===== src/rtl/mxint8_block_deserializer.sv =====
// Gathers LANES-wide MXINT8 beats into one BLOCK_SIZE block plus its shared E8M0 scale.
// A single buffer drains and refills in the same cycle, so back-to-back blocks stream with no bubble.
module mxint8_block_deserializer #(
    parameter int BLOCK_SIZE    = 32,
    parameter int ELEMENT_WIDTH = 8,
    parameter int SCALE_WIDTH   = 8,
    parameter int LANES         = 4
) (
    input  logic                                       i_clk,
    input  logic                                       i_rst_n,
    input  logic                                       i_valid,
    output logic                                       o_ready,
    input  logic [0:LANES-1][ELEMENT_WIDTH-1:0]        i_elements,
    input  logic [SCALE_WIDTH-1:0]                     i_scale,
    input  logic                                       i_last,
    output logic                                       o_valid,
    input  logic                                       i_ready,
    output logic [0:BLOCK_SIZE-1][ELEMENT_WIDTH-1:0]   o_elements,
    output logic [SCALE_WIDTH-1:0]                     o_scale,
    output logic                                       o_len_err
);

    localparam int BEATS = BLOCK_SIZE / LANES;
    localparam int CW    = (BEATS > 1) ? $clog2(BEATS) : 1;
    localparam logic [CW-1:0] LAST_CNT = CW'(BEATS - 1);

    typedef enum logic {FILL, FULL} state_e;

    state_e                                    state_q, state_d;
    logic [CW-1:0]                             cnt_q, cnt_d;
    logic [0:BLOCK_SIZE-1][ELEMENT_WIDTH-1:0]  elems_q, elems_d;
    logic [SCALE_WIDTH-1:0]                    scale_q, scale_d;
    logic                                      len_err_q, len_err_d;
    logic                                      in_xfer, out_xfer;

    assign o_valid    = (state_q == FULL);
    assign o_ready    = (state_q == FILL) ? 1'b1 : i_ready;
    assign in_xfer    = i_valid && o_ready;
    assign out_xfer   = o_valid && i_ready;
    assign o_elements = elems_q;
    assign o_scale    = scale_q;
    assign o_len_err  = len_err_q;

    always_comb begin
        state_d   = state_q;
        cnt_d     = cnt_q;
        elems_d   = elems_q;
        scale_d   = scale_q;
        len_err_d = 1'b0;

        // Draining first lets an accepted beat below override it as beat 0 of the next block.
        if (out_xfer) begin
            state_d = FILL;
            cnt_d   = '0;
        end

        if (in_xfer) begin
            for (int j = 0; j < LANES; j++)
                elems_d[int'(cnt_q) * LANES + j] = i_elements[j];
            if (cnt_q == '0)
                scale_d = i_scale;
            if (cnt_q == LAST_CNT) begin
                cnt_d     = '0;
                state_d   = FULL;
                len_err_d = !i_last;
            end else if (i_last) begin
                // Short block: drop what was gathered and restart on the next beat.
                cnt_d     = '0;
                len_err_d = 1'b1;
            end else begin
                cnt_d = cnt_q + CW'(1);
            end
        end
    end

    always_ff @(posedge i_clk or negedge i_rst_n) begin
        if (!i_rst_n) begin
            state_q   <= FILL;
            cnt_q     <= '0;
            elems_q   <= '0;
            scale_q   <= '0;
            len_err_q <= 1'b0;
        end else begin
            state_q   <= state_d;
            cnt_q     <= cnt_d;
            elems_q   <= elems_d;
            scale_q   <= scale_d;
            len_err_q <= len_err_d;
        end
    end

endmodule


===== config.mk =====
export PLATFORM = sky130hd
export DESIGN_NAME = mxint8_block_deserializer
export DESIGN_NICKNAME = d
export VERILOG_FILES = /design/src/rtl/mxint8_block_deserializer.sv
export SDC_FILE = /design/constraint.sdc
export NUM_CORES = 1
export LEC_CHECK = 0
export CAP_MARGIN = 20
export CELL_PAD_IN_SITES_DETAIL_PLACEMENT = 0
export CELL_PAD_IN_SITES_GLOBAL_PLACEMENT = 1
export CORE_AREA = 3 3 173 175
export CTS_BUF_LIST = sky130_fd_sc_hd__clkbuf_8
export DETAILED_ROUTE_END_ITERATION = 6
export DIE_AREA = 0 0 176 178
export PLACE_DENSITY = 0.83
export SLEW_MARGIN = 20
export SYNTH_ARGS = -nofsm -noshare
export SYNTH_HDL_FRONTEND = slang
export SYNTH_SLANG_ARGS = --single-unit

===== constraint.sdc =====
create_clock -name i_clk -period 1.9 [get_ports i_clk]
set_input_delay 0.285 -clock i_clk [delete_from_list [all_inputs] [get_ports i_clk]]
set_output_delay 0.285 -clock i_clk [all_outputs]
set_load 0.005 [all_outputs]

* After elaboration in Yosys (flattened, before gate mapping)
Cells that the tools add are included.
Widths: inputs -> output; s select.
** Operators by class
- Reduce and logical (&&, ||, !) cells :: 10
- Add/sub/neg operators :: 4
- Mux-type cells :: 23
- Eq/ne operators :: 1
- $lt $le $gt $ge :: 8
- Bitwise operators :: 4
** Operators with widths (count)
- $bwmux 256 :: 4
- $demux 8 s5 :: 4
- $ge 32x6->1 const B :: 4
- $lt 32x1->1 const B :: 4
- $not 6->32 :: 3
- $mux 8 :: 4
- $not 5->32 :: 1
- $add 5x2->6 const B :: 2
- $mux 3 :: 4
- $mux 1 :: 7
- $add 5x1->6 const B :: 1
- $logic_and 1x1->1 :: 6
- $add 3x1->3 const B :: 1
- $eq 3x3->1 const B :: 1
- $logic_not 3->1 :: 1
- $reduce_and 2->1 :: 1
- $reduce_bool 2->1 :: 1
- $logic_not 1->1 :: 1
** Word-level totals
- Word-level logic and storage cells :: 86
- Output and inout bits :: 267
- Bits of input ports :: 45
- Flip-flop bits (word level) :: 269

* Depth between registers and ports, before layout
Gate-level depths: netlist of run 1.
- Depth in word-level cells :: 9
- Gate-level depth with buffers :: 6
- Mapped depth without buffers :: 5

* Least setup slack after synthesis of run 1
OpenSTA, ideal clock, no wires.
- Kind :: reg-to-reg
- Start :: reg state_q (netlist: o_valid)
- End :: reg elems_q (netlist bit o_elements[64])
- Stages on the path, launching flop included :: 7
- Path slack :: 0.050 ns
- Data arrival time :: 1.725 ns
- Period minus slack after synthesis :: 1.850 ns
- Buffers on the path :: 3
- Data required time :: 1.775 ns
- Setup time :: 0.125 ns
- Cells stage by stage :: dfrtp_1 nor2b_4 buf_6 or4b_4 buf_6 buf_12 mux2_4
** Between the ends
- Cells in the longest elaborated chain, start to end :: 2
** RTL lines
- start, declared :: line 29 : state_e state_q, state_d;
- start signal, assigned :: line 84 : state_q <= state_d;
- $mux 1 :: line 37 : assign o_ready = (state_q == FILL) ? 1'b1 : i_ready;
- $logic_and 1x1->1 :: line 38 : assign in_xfer = i_valid && o_ready;
- end signal, assigned :: line 86 : elems_q <= elems_d;
- end, declared :: line 31 : logic [0:BLOCK_SIZE-1][ELEMENT_WIDTH-1:0] elems_q, elems_d;
Every way passes these cells.
A chain may end at the register's enable or synchronous reset.

* Worst setup path after layout of run 1
- Start :: reg state_q (netlist: o_valid)
- End :: reg elems_q (netlist bit o_elements[73])
Same word-level chain as after synthesis.

==> impl_metrics.py, run 1 <==
metrics = {
    "drt": {
        "via_count": 6509,
        "drc_errors": 0,
        "postRouteAntennaNets": 0,
        "routed_wl_um": 28500,
        "routedWlPerCell_um": 20.5,
        "routed_via_density": 4.69,
        "dr.pass1.iters": 4,
        "drt_iter0_drc": 181,
    },
    "synth": {
        "synth-seq-area-share_pct": 65.6,
        "ys.warnings.count": 0,
        "ys.flop_type": "dfrtp_1",
        "synth.cell_area_mm2": 0.0103,
        "ys_seq_elements": 269,
        "syn_avg_cell_area_um2": 17.3,
        "synth_edf_count": 0,
        "synthesis.nets": 641,
        "ys_types": 26,
        "syn_inst": 593,
        "synth-async-reset-ratio_pct": 100,
    },
    "sta": {
        "fmax_mhz": 539,
        "fin_worst_skew_ps": 22.1,
        "relSlewSlack_pct": 61.6,
        "whs_ps": 322,
        "fin_crit_sh_pct": 97.6,
        "worst_pin_slew_ps": 576,
        "fin_setup_tns_ps": 0,
        "setup_viol": 0,
        "min_period_ps": 1850,
        "hold_viol_final": 0,
        "slew_viol_final": 0,
        "rsz0062_at_grt": "true",
    },
    "final_layout": {
        "utilization_pct": 53.2,
        "most-common-layout-cells": "309 x clkdlybuf4s50_1, 268 x dfrtp_1, 229 x mux2_2",
        "antenna_cells": 0,
        "nets": 1018,
        "final_common_cell": "clkdlybuf4s50_1",
        "n_fill_cell": 2413,
        "syn_to_final_growth_pct": 48.4,
        "drive_gt1_share_pct": 38.6,
    },
    "power_and_ir_drop": {
        "pwr-share-seq_pct": 41.5,
        "power_leakage_uw": 0.00692,
        "intPower_uw": 15500,
        "pwr-share-comb_pct": 33.5,
        "vdd_ir_drop_max_mv": 0.749,
        "power_density_mw_per_mm2": 1370,
        "finalPower_uw": 20900,
        "p_sw_uw": 5420,
        "p_clk_share_pct": 25.0,
        "power.share.switching_pct": 25.9,
    },
    "place": {
        "post-dp-hpwl_um": 19400,
        "place.gp.congestion": 0.735,
        "portBuffers": 311,
    },
    "clock_network": {
        "cts-root-buf": "clkbuf_8",
        "clock_latency_ps": 550,
        "cts_buffer_depth": 3,
        "cts_buffers": 46,
        "cts_max_level": 2,
        "clk_pin_slew_ps": 60,
        "cts.sinks": 269,
        "cts_tree": "yes",
    },
    "job": {
        "maxCapViolations": 0,
    },
    "global_route": {
        "grt_pass1_wl_um": 43000,
        "gr-max-usage-layer": "met2",
        "grt_usage_pct": 17.7,
        "gr-total-overflow": 0,
        "grt_pass1_vias": 7021,
        "grt_max_degree": 65,
        "grt_use_met3_pct": 5.32,
        "antenna_found_initial": 0,
        "use_met2_pct": 28.7,
        "grt_use_met1_pct": 22.3,
    },
    "setup_path": {
        "start_kind": "flop",
        "r2r_slack_ps": 50,
        "crit_start": "o_valid$_DFF_PN0_",
        "worstSetupPathType": "reg2reg",
        "end_kind": "flop",
        "endpoint": "o_elements[73]$_DFFE_PN0P_",
        "reg2reg_to": "o_elements[73]$_DFFE_PN0P_",
        "r2r_start": "o_valid$_DFF_PN0_",
        "cp.arrival_ps": 2280,
        "rr_worst_depth": 5,
        "crit_required_ps": 2330,
        "critPathMaxFanout": 7,
    },
    "die": {
        "fp.dieArea_mm2": 0.0313,
        "rows": 62,
        "fp.coreArea_mm2": 0.0286,
        "ios": 312,
        "initial_core_util_pct": 35.9,
        "chipHeight_um": 178,
        "die_w_um": 176,
    },
    "worst_hold_path": {
        "min_path_type": "in2async",
    },
    "run_status": {
        "status": "completed",
    },
}
-- critical path: stages, from the launching register on --
cell,delay (ps)
dfrtp_1,400
nor2b_4,140
buf_6,120
or4b_4,560
clkbuf_16,210
mux2_4,290
-- Yosys cell counts (2+ instances only) --
cell type  number  share of area, %
mux2_1          6              0.66
inv_1           3              0.11
dfrtp_1       269                66
buf_12          3              0.59
nor3_1          2             0.098
buf_6           2              0.22
ha_1            3              0.37
buf_2          23               1.1
clkbuf_1        2             0.073
a22o_1          2              0.17
mux2_2        229                25
nand3_1         2             0.098
or3b_1          2              0.17
mux2_4         30               4.4
nand2_1         4              0.15
-- area by class of cell --
class / instances / area [um2] / area share [%]
Inverter: 3 / 11.3 / 0.0739
Timing Repair Buffer: 359 / 3720 / 24.4
Tap cell: 384 / 480 / 3.15
Multi-Input combinational cell: 291 / 3350 / 22.0
Clock buffer: 59 / 812 / 5.33
Sequential cell: 269 / 6730 / 44.2
Clock inverter: 22 / 129 / 0.846
-- flip-flops by register name (all words and copies together) (netlist names) --
register / cells
o_len_err: 1
o_scale: 8
o_valid: 1
o_elements: 256
cnt_q: 3
-- power groups by stage --
stage	clock, uW	sequential [uW]	combinational [uW]
2_1_floorplan	0	8850	1990
3_3_place_gp	0	8700	6980
3_5_place_dp	0	8780	7070
4_1_cts	5420	8710	7110
5_1_grt	5700	8950	7470
6_report	5240	8700	7010
-- cells by family after synthesis --
family,Yosys count,share of synthesized area [%]
AO/OA/AOI/OAI,2,0.171
XOR/XNOR,1,0.0854
adder cells (fa/ha/maj),3,0.366
buffers and inverters,33,2.11
flip-flops,269,65.6
multiplexers,266,30.3
AND/OR/NAND/NOR,19,1.41
-- per-stage QoR --
stage,cells,setup WS [ps],instance area [um2]
finish,1387,45.1,15200
global route,1387,-15.6,15200
CTS,1384,-7.05,15200
detailed placement,1301,-342,14200
global placement,1301,-293,14200
floorplan,593,49.9,10300
-- what timing repair did --
item                       CTS  global route
pin swaps                    1             2
hold buffers                 1             0
setup buffers                1             1
resized for setup            6             7
hold endpoints to repair    55             0
setup endpoints to repair    1           101
gates cloned                 0             2
-- per-layer routing --
metal | share of wire, % | up-vias
li1 | - | 2879
met1 | 42 | 3317
met2 | 47 | 244
met3 | 7.4 | 69
met4 | 3.9 | 0
met5 | 0 | -
-- worst min-delay path by stage --
stage,startpoint,depth (start not counted),end
5_1_grt,i_scale[3],2,o_scale[3]$_DFFE_PN0P_
3_3_place_gp,i_rst_n,1,o_elements[156]$_DFFE_PN0P_
3_5_place_dp,i_rst_n,1,o_elements[156]$_DFFE_PN0P_
2_1_floorplan,i_rst_n,0,cnt_q[0]$_DFFE_PN0P_
6_report,i_rst_n,2,o_elements[184]$_DFFE_PN0P_
4_1_cts,i_rst_n,2,cnt_q[0]$_DFFE_PN0P_
(Power assumes the default switching activity.)
==> run 2: changes to the inputs <==
- TNS_END_PERCENT: unset -> 50
==> results of run 2 <==
The final DEF is identical to that of run 1; final timing and power are the same.
